===== src/rtl/muldiv_seq_pkg.sv =====
// muldiv_seq_pkg: shared op/state encodings and iteration count for the HI/LO sequencer
package muldiv_seq_pkg;
  typedef enum logic [1:0] {
    OP_MULTU = 2'b00,
    OP_MULT  = 2'b01,
    OP_DIVU  = 2'b10,
    OP_DIV   = 2'b11
  } op_e;
  typedef enum logic [1:0] {
    S_IDLE = 2'b00,
    S_CALC = 2'b01,
    S_SIGN = 2'b10
  } state_e;
  localparam int ITERS = 32;
endpackage


===== src/rtl/muldiv_seq_zero.sv =====
// zero_32: flags an all-zero 32-bit word
module zero_32 (
  input  logic [31:0] in_i,
  output logic        zero_o
);
  assign zero_o = ~|in_i;
endmodule


===== src/rtl/muldiv_seq.sv =====
// muldiv_seq: 32-iteration shift-add multiply / restoring divide with sign fix-up
module muldiv_seq
  import muldiv_seq_pkg::*;
#(
  parameter int WIDTH = 32
) (
  input  logic             clk,
  input  logic             rst,
  input  logic             start,
  input  logic [1:0]       op,
  input  logic [WIDTH-1:0] a,
  input  logic [WIDTH-1:0] b,
  output logic             busy,
  output logic             done,
  output logic             div_zero,
  output logic [WIDTH-1:0] hi,
  output logic [WIDTH-1:0] lo
);
  state_e           state_q, state_d;
  op_e              op_q, op_d;
  logic [4:0]       cnt_q, cnt_d;
  logic [WIDTH-1:0] ph_q, ph_d, pl_q, pl_d, opb_q, opb_d;
  logic [WIDTH-1:0] hi_q, hi_d, lo_q, lo_d;
  logic             neg_quo_q, neg_quo_d, neg_rem_q, neg_rem_d;
  logic             busy_q, busy_d, done_q, done_d, dz_q, dz_d;
  logic             b_zero;
  logic [WIDTH-1:0] a_mag, b_mag, neg_lo, neg_hi;
  logic [WIDTH:0]   add_sum, trial, diff;

  zero_32 u_zero (.in_i(b), .zero_o(b_zero));

  assign a_mag   = (op[0] & a[WIDTH-1]) ? -a : a;
  assign b_mag   = (op[0] & b[WIDTH-1]) ? -b : b;
  // ph holds the product high half (multiply) or the partial remainder (divide)
  assign add_sum = {1'b0, ph_q} + (pl_q[0] ? {1'b0, opb_q} : '0);
  assign trial   = {ph_q, pl_q[WIDTH-1]};
  assign diff    = trial - {1'b0, opb_q};
  // one negator serves both: low half is -pl; high half is -ph for divide or
  // the upper word of the 64-bit negation (carry only when pl is zero) for multiply
  assign neg_lo  = -pl_q;
  assign neg_hi  = ~ph_q + {{(WIDTH-1){1'b0}}, op_q[1] | (pl_q == '0)};

  // state register and datapath registers
  always_ff @(posedge clk) begin
    if (rst) begin
      state_q   <= S_IDLE;
      op_q      <= OP_MULTU;
      cnt_q     <= '0;
      ph_q      <= '0;
      pl_q      <= '0;
      opb_q     <= '0;
      hi_q      <= '0;
      lo_q      <= '0;
      neg_quo_q <= 1'b0;
      neg_rem_q <= 1'b0;
      busy_q    <= 1'b0;
      done_q    <= 1'b0;
      dz_q      <= 1'b0;
    end else begin
      state_q   <= state_d;
      op_q      <= op_d;
      cnt_q     <= cnt_d;
      ph_q      <= ph_d;
      pl_q      <= pl_d;
      opb_q     <= opb_d;
      hi_q      <= hi_d;
      lo_q      <= lo_d;
      neg_quo_q <= neg_quo_d;
      neg_rem_q <= neg_rem_d;
      busy_q    <= busy_d;
      done_q    <= done_d;
      dz_q      <= dz_d;
    end
  end

  // next-state, iteration step and sign fix-up
  always_comb begin
    state_d   = state_q;
    op_d      = op_q;
    cnt_d     = cnt_q;
    ph_d      = ph_q;
    pl_d      = pl_q;
    opb_d     = opb_q;
    hi_d      = hi_q;
    lo_d      = lo_q;
    neg_quo_d = neg_quo_q;
    neg_rem_d = neg_rem_q;
    done_d    = 1'b0;
    dz_d      = 1'b0;
    case (state_q)
      S_IDLE: if (start) begin
        if (op[1] && b_zero) begin
          done_d = 1'b1;
          dz_d   = 1'b1;
        end else begin
          state_d   = S_CALC;
          op_d      = op_e'(op);
          cnt_d     = '0;
          ph_d      = '0;
          pl_d      = op[1] ? a_mag : b_mag;
          opb_d     = op[1] ? b_mag : a_mag;
          neg_quo_d = op[0] & (a[WIDTH-1] ^ b[WIDTH-1]);
          neg_rem_d = (op == OP_DIV) & a[WIDTH-1];
        end
      end
      S_CALC: begin
        cnt_d = cnt_q + 5'd1;
        if (op_q[1]) begin
          ph_d = diff[WIDTH] ? trial[WIDTH-1:0] : diff[WIDTH-1:0];
          pl_d = {pl_q[WIDTH-2:0], ~diff[WIDTH]};
        end else begin
          {ph_d, pl_d} = {add_sum, pl_q[WIDTH-1:1]};
        end
        state_d = (cnt_q == 5'(ITERS - 1)) ? S_SIGN : S_CALC;
      end
      S_SIGN: begin
        hi_d    = (op_q[1] ? neg_rem_q : neg_quo_q) ? neg_hi : ph_q;
        lo_d    = neg_quo_q ? neg_lo : pl_q;
        done_d  = 1'b1;
        state_d = S_IDLE;
      end
      default: state_d = S_IDLE;
    endcase
    busy_d = state_d != S_IDLE;
  end

  assign busy     = busy_q;
  assign done     = done_q;
  assign div_zero = dz_q;
  assign hi       = hi_q;
  assign lo       = lo_q;
endmodule


===== config.mk =====
export PLATFORM = sky130hd
export DESIGN_NAME = muldiv_seq
export DESIGN_NICKNAME = d
export VERILOG_FILES = /design/src/rtl/muldiv_seq_pkg.sv /design/src/rtl/muldiv_seq_zero.sv /design/src/rtl/muldiv_seq.sv
export SDC_FILE = /design/constraint.sdc
export NUM_CORES = 1
export LEC_CHECK = 0
export CAP_MARGIN = 20
export CORE_MARGIN = 2
export CORE_UTILIZATION = 63
export CTS_CLUSTER_DIAMETER = 150
export DETAILED_ROUTE_END_ITERATION = 7
export PLACE_DENSITY = 0.85
export REMOVE_ABC_BUFFERS = 1
export SETUP_SLACK_MARGIN = 0.5
export SYNTH_ARGS = -nofsm -noshare
export SYNTH_HDL_FRONTEND = slang
export SYNTH_SLANG_ARGS = --single-unit

===== constraint.sdc =====
create_clock -name clk -period 10.18 [get_ports clk]
set_input_delay 1.527 -clock clk [delete_from_list [all_inputs] [get_ports clk]]
set_output_delay 1.527 -clock clk [all_outputs]
set_load 0.01 [all_outputs]

==> results of run 1 <==
[worst max path at each step]
| stage | startpoint | to | cells past startpoint |
|---|---|---|---|
| after global routing | pl_q[0] | hi[25] | 16 |
| final | pl_q[0] | hi[28] | 17 |
| after floorplan | b[23] | ph_q[31] | 9 |
| after CTS | pl_q[0] | hi[28] | 17 |
| after detailed placement | b[23] | ph_q[31] | 11 |
| after global placement | b[23] | ph_q[31] | 11 |
[final cells by class]
type,count,area share (%)
sequential,173,22.1
multi-input combinational,1465,61.2
clock buffer,17,2.72
clock inverter,14,0.936
inverter,63,1.51
timing repair buffer,148,9.29
tap,280,2.24
[per-stage QoR]
step / cell area, um2 / hold WS (ns) / std cells / worst slack (ns) / power, mW
after floorplan: 13200 / 0.426 / 1701 / 5.10 / 1.08
after global placement: 15100 / 0.441 / 2128 / 4.38 / 1.23
after detailed placement: 15100 / 0.446 / 2128 / 4.23 / 1.24
after CTS: 15600 / 0.456 / 2159 / 4.20 / 1.89
after global routing: 15600 / 0.482 / 2160 / 3.80 / 1.98
final: 15600 / 0.452 / 2160 / 4.09 / 1.90
[logic make-up after synthesis]
group	count (synthesis)	synth area share, %
multiplexers	60	4.44
buffers and inverters	184	5.23
XOR/XNOR	163	10.4
AND/OR/NAND/NOR	570	19.4
flip-flops	173	25.2
AO/OA/AOI/OAI	599	28.5
adder cells (fa/ha/maj)	73	6.76
[sequential cells by signal (all words and copies together), names as in the netlist, 2 cells and up]
register  flops
ph_q         32
lo           32
pl_q         32
hi           32
cnt_q         5
state_q       2
opb_q        32
[worst max-delay path: stages (launching register included)]
cell and delay, ns:
dfxtp_1 0.39, inv_1 0.76, ha_1 0.39, nand3b_1 0.15
or4b_2 0.70, or4_1 0.55, nor3_1 0.17, nand2_1 0.14
o21ai_0 0.65, ha_1 0.30, ha_1 0.22, and3b_1 0.24
and3_1 0.45, inv_1 0.08, nor2_1 0.26, a21oi_1 0.15
xnor2_1 0.15, a211oi_1 0.23
[cell usage after synthesis, drive strengths merged (16+ instances only)]
| library cell | instances |
|---|---|
| or3 | 23 |
| buf | 23 |
| nor3 | 32 |
| nand2 | 144 |
| ha | 71 |
| o41ai | 16 |
| a21oi | 161 |
| a211oi | 100 |
| or4 | 17 |
| mux2i | 53 |
| a22oi | 21 |
| a31oi | 17 |
| inv | 62 |
| xnor2 | 78 |
| a21o | 21 |
| o211ai | 24 |
| o21ai | 124 |
| nor2 | 222 |
| clkbuf | 98 |
| nand2b | 20 |
| dfxtp | 173 |
| xor2 | 85 |
| o31ai | 33 |
| nand3 | 28 |
[cells in the final DEF, fill, tap and decap left out, types with 71 or more instances in the layout]
cell and n:
xnor2_1 78, dfxtp_1 172, ha_1 71, nor2_1 218, clkdlybuf4s50_1 133, nand2_1 143
xor2_1 85, o21ai_0 122, a21oi_1 161, a211oi_1 100
[power by group through the flow]
| stage | sequential, mW | clock [mW] | combinational [mW] |
|---|---|---|---|
| floorplan | 0.750 | 0 | 0.334 |
| global placement | 0.759 | 0 | 0.476 |
| detailed placement | 0.760 | 0 | 0.485 |
| CTS | 0.744 | 0.652 | 0.490 |
| global route | 0.750 | 0.681 | 0.547 |
| finish | 0.746 | 0.652 | 0.503 |
[routing by layer]
layer	wire, um	vias to the layer above	track usage (%)
li1	-	6757	-
met1	17600	6737	47.2
met2	19100	710	58.2
met3	3260	150	5.21
met4	1950	0	17.5
met5	0	-	0
==> summary.md, run 1 <==
| Metric | Value |
|---|---|
| Status | finished clean |
| #FFs+latches synth | between 150 and 200 |
| FMAX | 0.164 GHz |
| Initial antenna violation count | 0 |
| Fin. Hold Viols | 0 |
| Largest net degree at the start of global routing | 75 |
| Total wire length | roughly 42000 um |
| Skew final | about 0.012 ns |
| Avg Cell Area, Syn | approximately 7.5 um2 |
| Chip height | 152 um |
| Max-Cap Viols | 0 |
| Worst Hold Class | reg2reg |
| Fraction of final layout cells sized beyond drive strength 1 | roughly 4% |
| Register-to-register setup slack | slightly above 4 ns |
| NetSw | between 600 and 700 uW |
| Relative slew margins | about a fifth |
| Min-delay src | hi[22] |
| Synth warn | 0 |
| Post-Synthesis Cell Area | 13700 um2 |
| Required @ worst endpoint | between 10 and 15 ns |
| Max-slew violations | 0 |
| Ant diodes | 0 |
| Slew @ Worst Pin | roughly 1.2 ns |
| Register share of total power | 39.3% |
| Reg2reg start | pl_q[0] |
| Pwr dens | around 120 nW/um2 |
| Final core utilization | between 70% and 80% |
| Hold-fix buffers, CTS | 0 |
| CP max FO | 31 |
| Main flop type after synthesis | dfxtp_1 |
| Core Footprint | approximately 22000 um2 |
| Total Nets Final | 2010 |
| DRT iter0 DRCs | about 1500 |
| Register area share after synthesis | about a quarter |
| Tot GR Track Use | roughly 36% |
| Final worst-path cycle share | 59.8% |
| Worst skew pair latency | about 0.45 ns |
| Critical Path Sink Type | flop |
| Worst vdd ir | roughly 0.11 mV |
| FF-to-FF path depth | 17 |
| FF+latch area | roughly 3500 um2 |
| DRC | 0 |
| DR vias/cell | approximately 6.6 |
| Post-CTS Setup Inserts | 0 |
| Clock H-tree levels | 4 |
| Final GP Congestion | around 0.98 |
| Final setup viols | 0 |
| Sw frac | roughly 35% |
| Leakage Power | approximately 5.7 nW |
| Clock Tree Buf Depth | 2 |
| Fillers | roughly 1800 |
| Post-synth top area share | between 20% and 30% |
| Int Pwr | roughly 1.2 mW |
| Num CTS Buffers | 17 |
| Comb power frac | 26.4% |
| # clock sinks | around 170 |
| Worst Hold Depth | 2 |
| Fin crit period | 6.09 ns |
| GRT overflow | 0 |
| Worst-path clk slew | roughly 0.070 ns |
| Number of cells produced by synthesis | between 1500 and 2000 |
| Startpoint Class | flop |
| Global-route wire length before repair | between 60000 and 70000 um |
| I/O Buffers | about 140 |
| Via Count | between 10000 and 15000 |
| Die width | 152 um |
| RSZ-0062 raised after global routing | false |
| Vias in the first global route | 13055 |
| Hold Path End | hi[22] |
| WP data arrival | about 6.4 ns |
| Post-synth EDFFs | 0 |
| Hpwl dp | approximately 30000 um |
| Drt pass-1 iters | 6 |
| Rows | 54 |
| Critical path type | reg2reg |
| Total Die Area | approximately 23000 um2 |
| Largest cells by area after synthesis | dfxtp_1 25%, ha_1 6.5%, nor2_1 6.0% |
| Reg2reg end | hi[28] |
| Asr flop ratio synth | 0% |
| Routed len/inst | roughly 19 um |
| Area delta synth->final | 14.0% |
| Library cells used by synthesis | 75 |
| Setup_tns | 0 ns |
| Clock power share | between 30 and 40% |
| IO Pins | ~140 |
| Remaining antenna violation count after routing | 0 |
| Post-synth top area cell | dfxtp_1 |
| Initial Util | between 60% and 70% |
| Clock Root Buffer | clkbuf_16 |
| TritonCTS clock tree | yes |
| Multi-input logic area | 9570 um2 |
| Post-CTS sizing | 0 |
Power figures use the tool's default switching activity.
==> run 2: changes to the inputs <==
--- a/config.mk
+++ b/config.mk
@@ -7,10 +7,10 @@
 export LEC_CHECK = 0
 export CAP_MARGIN = 20
 export CORE_MARGIN = 2
-export CORE_UTILIZATION = 63
+export CORE_UTILIZATION = 53
 export CTS_CLUSTER_DIAMETER = 150
 export DETAILED_ROUTE_END_ITERATION = 7
-export PLACE_DENSITY = 0.85
+export PLACE_DENSITY = 0.76
 export REMOVE_ABC_BUFFERS = 1
 export SETUP_SLACK_MARGIN = 0.5
 export SYNTH_ARGS = -nofsm -noshare
==> constraint.sdc (replaced) <==
create_clock -name clk -period 5 [get_ports clk]
set_input_delay 0.75 -clock clk [delete_from_list [all_inputs] [get_ports clk]]
set_output_delay 0.75 -clock clk [all_outputs]
set_load 0.01 [all_outputs]
==> summary.md, run 2 (synthesized netlist as in run 1, its figures left out) <==
| Metric | Value |
|---|---|
| WP data arrival | around 4.5 ns |
| DR vias/cell | about 6.4 |
| IO Pins | ~140 |
| Worst vdd ir | between 0.15 and 0.2 mV |
| Worst Hold Class | reg2reg |
| Hold-fix buffers, CTS | 0 |
| Initial Util | roughly 54% |
| Die width | ~160 um |
| # clock sinks | ~170 |
| Dpl ws | between 0.3 and 0.4 ns |
| DRC | 0 |
| Fin crit period | about 4.2 ns |
| Multi-input logic area | 9600 um2 |
| FF+latch area | between 3000 and 4000 um2 |
| Min-delay src | opb_q[14] |
| Reg2reg end | hi[21] |
| Fillers | about 2300 |
| Core Footprint | between 20000 and 30000 um2 |
| Setup WS post-layout | around 0.82 ns |
| Via Count | around 14000 |
| CP max FO | 8 |
| Placed Area | between 15000 and 20000 um2 |
| Routed len/inst | 20.0 um |
| Reg2reg start | pl_q[0] |
| Non-Filler Instances | ~2200 |
| Pwr dens | roughly 250 nW/um2 |
| Total wire length | 44500 um |
| Num CTS Buffers | 17 |
| Worst-path clk slew | 0.07 ns |
| Hold slack | 0.452 ns |
| Drt pass-1 iters | 6 |
| Total Nets Final | roughly 2000 |
| Most common cell after layout, fill and taps aside | nor2_1 |
| Skew final | 0.0174 ns |
| GRT overflow | 0 |
| Global-route wire length before repair | 68900 um |
| Clock Tree Buf Depth | 2 |
| DRT iter0 DRCs | ~1400 |
| Register-to-register setup slack | about 0.8 ns |
| Clock H-tree levels | 4 |
| TritonCTS clock tree | yes |
| RSZ-0062 raised after global routing | false |
| Final worst-path cycle share | 83.6% |
| Initial antenna violation count | 0 |
| Total Die Area | 27200 um2 |
| Worst skew pair latency | ~0.45 ns |
| Dpl cells | approximately 2200 |
| Area delta synth->final | 15.7% |
| Rows | 58 |
| Slew @ Worst Pin | around 1.2 ns |
| Fraction of final layout cells sized beyond drive strength 1 | around 5.1% |
| Final core utilization | between 60% and 70% |
| Overall Power | 3.96 mW |
| Cell breakdown of the critical path | inv_1, ha_1, nand3b_1, or4b_4, or4_4, nor3_1, nand2_1, o21ai_2, ha_1, nor3b_1, buf_4, and3_1, nand2_2, o21ai_1, o21ai_0, xor2_1, nand2_1, a21oi_1 |
| Required @ worst endpoint | about 5.3 ns |
| Hold Path End | opb_q[14] |
| Vias in the first global route | ~13000 |
| I/O Buffers | between 100 and 150 |
| Final GP Congestion | 0.968 |
| Setup_tns | 0 ns |
| Tot GR Track Use | between 30% and 40% |
| Relative slew margins | a little over a fifth |
| Hpwl dp | between 30000 and 40000 um |
| Leakage Power | 5.83 nW |
| Status | finished clean |
| Critical Path Sink Type | flop |
| Largest net degree at the start of global routing | between 70 and 80 |
| Max-Cap Viols | 0 |
| FMAX | approximately 0.24 GHz |
| Worst Hold Depth | 2 |
| Final setup viols | 0 |
| Final Cell Area | 15900 um2 |
| Clock Root Buffer | clkbuf_16 |
| Critical-path top delay cell | or4b_4 |
| Critical path type | reg2reg |
| Fin. Hold Viols | 0 |
| Max-slew violations | 0 |
| Max stage delay on crit path | between 0.5 and 0.6 ns |
| Chip height | approximately 160 um |
| Commonest non-fill, non-tap cells in the layout | 217 x nor2_1, 172 x dfxtp_1, 161 x a21oi_1 |
| Remaining antenna violation count after routing | 0 |
| Startpoint Class | flop |
| FF-to-FF path depth | 18 |
-- run 2: critical path, delay by kind of cell (launching register included) --
kind | cells | cell delay, ns
simple gates | 9 | 2.13
compound gates | 4 | 0.62
fa+ha+maj | 2 | 0.42
flops | 1 | 0.40
buf+inv | 2 | 0.28
xor+xnor | 1 | 0.16
-- run 2: report_power, final --
group          internal (mW)  total [mW]  switching [mW]
registers               1.43        1.52          0.0816
clock network          0.726        1.39           0.666
logic                  0.413        1.05           0.640
-- run 2: per-layer routing --
layer,up-vias,share of wire (%),GRT usage [%]
met4,0,3.3,13.0
met3,91,7.9,4.75
met2,582,46,50.9
li1,6782,-,-
met1,6749,43,44.1
met5,-,0,0
-- run 2: area by class of cell --
class                      instances  share of cell area (%)
inverter                          63                    1.49
tap                              330                    2.60
sequential                       173                    21.8
clock buffer                      19                    2.79
antenna                            1                  0.0158
multi-input combinational       1465                    60.4
clock inverter                    13                   0.961
timing repair buffer             161                    9.92
-- run 2: worst max-delay path by stage --
| stage | start | to | cells after the start |
|---|---|---|---|
| final | pl_q[0] | hi[21] | 18 |
| after global routing | pl_q[31] | ph_q[12] | 12 |
| after CTS | pl_q[0] | hi[31] | 17 |
| after detailed placement | pl_q[2] | hi[31] | 16 |
| after global placement | pl_q[2] | hi[21] | 17 |
| after floorplan | state_q[1] | lo[25] | 3 |
-- run 2: what timing repair did --
item / in CTS / in global routing
hold endpoints to repair: 0 / 0
resized for setup: 5 / 9
cloned: 0 / 0
setup buffers: 0 / 0
endpoints found under the setup margin: 9 / 20
==> run 3: changes to the inputs <==
==> constraint.sdc (replaced) <==
create_clock -name clk -period 3.5 [get_ports clk]
set_input_delay 0.525 -clock clk [delete_from_list [all_inputs] [get_ports clk]]
set_output_delay 0.525 -clock clk [all_outputs]
set_load 0.01 [all_outputs]
==> summary.md, run 3 (synthesized netlist as in run 1, its figures left out) <==
| Metric | Value |
|---|---|
| Status | finished with violations |
| Violations in the final reports | negative setup slack |
| Global-route wire length before repair | approximately 76000 um |
| Initial antenna violation count | 1 |
| GRT overflow | 0 |
| Hpwl dp | roughly 35000 um |
| Clock Tree Buf Depth | 2 |
| Critical path type | reg2reg |
| Ant diodes | 0 |
| Num CTS Buffers | 17 |
| Skew final | 0.0129 ns |
| Final Cell Area | between 15000 and 20000 um2 |
| Crit path from | pl_q[0] |
| Final GP Congestion | between 0.9 and 1 |
| Clock Root Buffer | clkbuf_16 |
| # clock sinks | 173 |
| Min-delay src | opb_q[13] |
| Max-Cap Viols | 0 |
| Initial Util | approximately 54% |
| Relative slew margins | around 24% |
| Chip height | between 150 and 200 um |
| FF+latch area | approximately 3500 um2 |
| Max stage delay on crit path | 0.54 ns |
| Total Nets Final | 2245 |
| Most common cell after layout, fill and taps aside | nor2_1 |
| Final setup viols | 25 |
| Remaining antenna violation count after routing | 0 |
| Core Footprint | approximately 25000 um2 |
| Setup WS post-layout | -0.312 ns |
| Max-slew violations | 0 |
| Largest net degree at the start of global routing | ~120 |
| Area delta synth->final | 37.6% |
| Critical-path top delay cell | or4b_4 |
| IO Pins | between 100 and 150 |
| Worst-path clk slew | 0.08 ns |
| Critical Path Sink Type | flop |
| Startpoint Class | flop |
| DR vias/cell | 6.42 |
| Commonest non-fill, non-tap cells in the layout | 211 x nor2_1, 180 x buf_4, 159 x dfxtp_1 |
| Worst Hold Class | reg2reg |
| WP data arrival | ~4.2 ns |
| Final worst-path cycle share | 109% |
| Vias in the first global route | between 10000 and 15000 |
| TritonCTS clock tree | yes |
| DRT iter0 DRCs | between 1500 and 2000 |
| Routed len/inst | 21.5 um |
| FMAX | about 0.26 GHz |
| Die width | between 150 and 200 um |
| Overall Power | about 6.4 mW |
| Fraction of final layout cells sized beyond drive strength 1 | 22.7% |
| Clock H-tree levels | 4 |
| Reg2reg start | pl_q[0] |
| Leakage Power | a little over 7 nW |
| Required @ worst endpoint | roughly 3.9 ns |
| Rows | just under 60 |
| Fin. Hold Viols | 0 |
| Fin crit period | approximately 3.8 ns |
| CP top delay family | simple AND/OR/NAND/NOR gates |
| WP buf/inv | 2 |
| CP max FO | 4 |
| Drt pass-1 iters | 6 |
| Pwr dens | 338 nW/um2 |
| I/O Buffers | 135 |
| Slew @ Worst Pin | about 1.1 ns |
| Total Die Area | 27200 um2 |
| Tot GR Track Use | around 36% |
| Cell breakdown of the critical path | inv_2, ha_4, nand3b_1, or4b_4, or4_4, nor3_4, nand2_2, o21ai_2, ha_2, nor3b_4, and3_4, nand2_8, buf_6, o31a_1, xnor2_1, a211oi_1 |
| Dpl ws | -0.793 ns |
| Via Count | 15697 |
| Non-Filler Instances | between 2000 and 2500 |
| Worst vdd ir | 0.288 mV |
| Placed Area | about 16000 um2 |
| Dpl cells | roughly 2300 |
| Hold slack | ~0.46 ns |
| Total wire length | around 52000 um |
| RSZ-0062 raised after global routing | true |
| Fillers | 1924 |
| Worst skew pair latency | between 0.4 and 0.5 ns |
| DRC | 0 |
| Multi-input logic area | 10500 um2 |
[run 3: layout make-up]
type / instances / area share (%)
timing repair buffer: 383 / 19.1
inverter: 63 / 1.30
clock inverter: 12 / 0.821
tap: 330 / 2.19
multi-input combinational: 1465 / 55.8
clock buffer: 18 / 2.33
sequential: 173 / 18.4
[run 3: final timing paths]
check                    to  slack (ns)  cells past startpoint
hold reg to reg   opb_q[13]        0.46                      2
setup reg to reg     hi[27]       -0.31                     16
hold / removal    opb_q[13]        0.46                      2
setup / recovery     hi[27]       -0.31                     16
[run 3: report_power, final]
part | total [mW] | switching, mW | leakage [nW] | internal, mW
registers | 2.13 | 0.0820 | 1.41 | 2.05
clock network | 2.04 | 0.953 | 0.285 | 1.09
logic | 2.20 | 1.21 | 5.47 | 0.995
[run 3: through the flow]
| step | utilization [%] | TNS, ns |
|---|---|---|
| 5_1_grt | 74.6 | -6.88 |
| 3_3_place_gp | 64.4 | -5.85 |
| 6_report | 74.6 | -4.18 |
| 3_5_place_dp | 64.4 | -13.97 |
| 4_1_cts | 70.3 | -0.974 |
| 2_1_floorplan | - | -97.08 |
[run 3: routing by layer]
| metal | global-route usage [%] | up-vias | wire length (um) |
|---|---|---|---|
| li1 | - | 7207 | - |
| met4 | 15.3 | 2 | 2430 |
| met1 | 47.3 | 7477 | 21200 |
| met2 | 58.8 | 833 | 24400 |
| met5 | 0 | - | 14 |
| met3 | 4.67 | 178 | 4430 |
[run 3: repair_timing]
item                       in CTS  in global routing
setup buffers                  45                 31
setup endpoints to repair      91                120
gates cloned                    2                  3
resized for setup             154                189
pin swaps                      70                102
hold buffers                    0                  0
[run 3: worst reg2reg max path: stages, from the launching register on]
cell and delay, ns:
dfxtp_2 0.35, inv_2 0.09, ha_4 0.14, nand3b_1 0.13, or4b_4 0.54, or4_4 0.48
nor3_4 0.14, nand2_2 0.10, o21ai_2 0.18, ha_2 0.24, nor3b_4 0.21, and3_4 0.25
nand2_8 0.09, buf_6 0.19, o31a_1 0.24, xnor2_1 0.13, a211oi_1 0.22
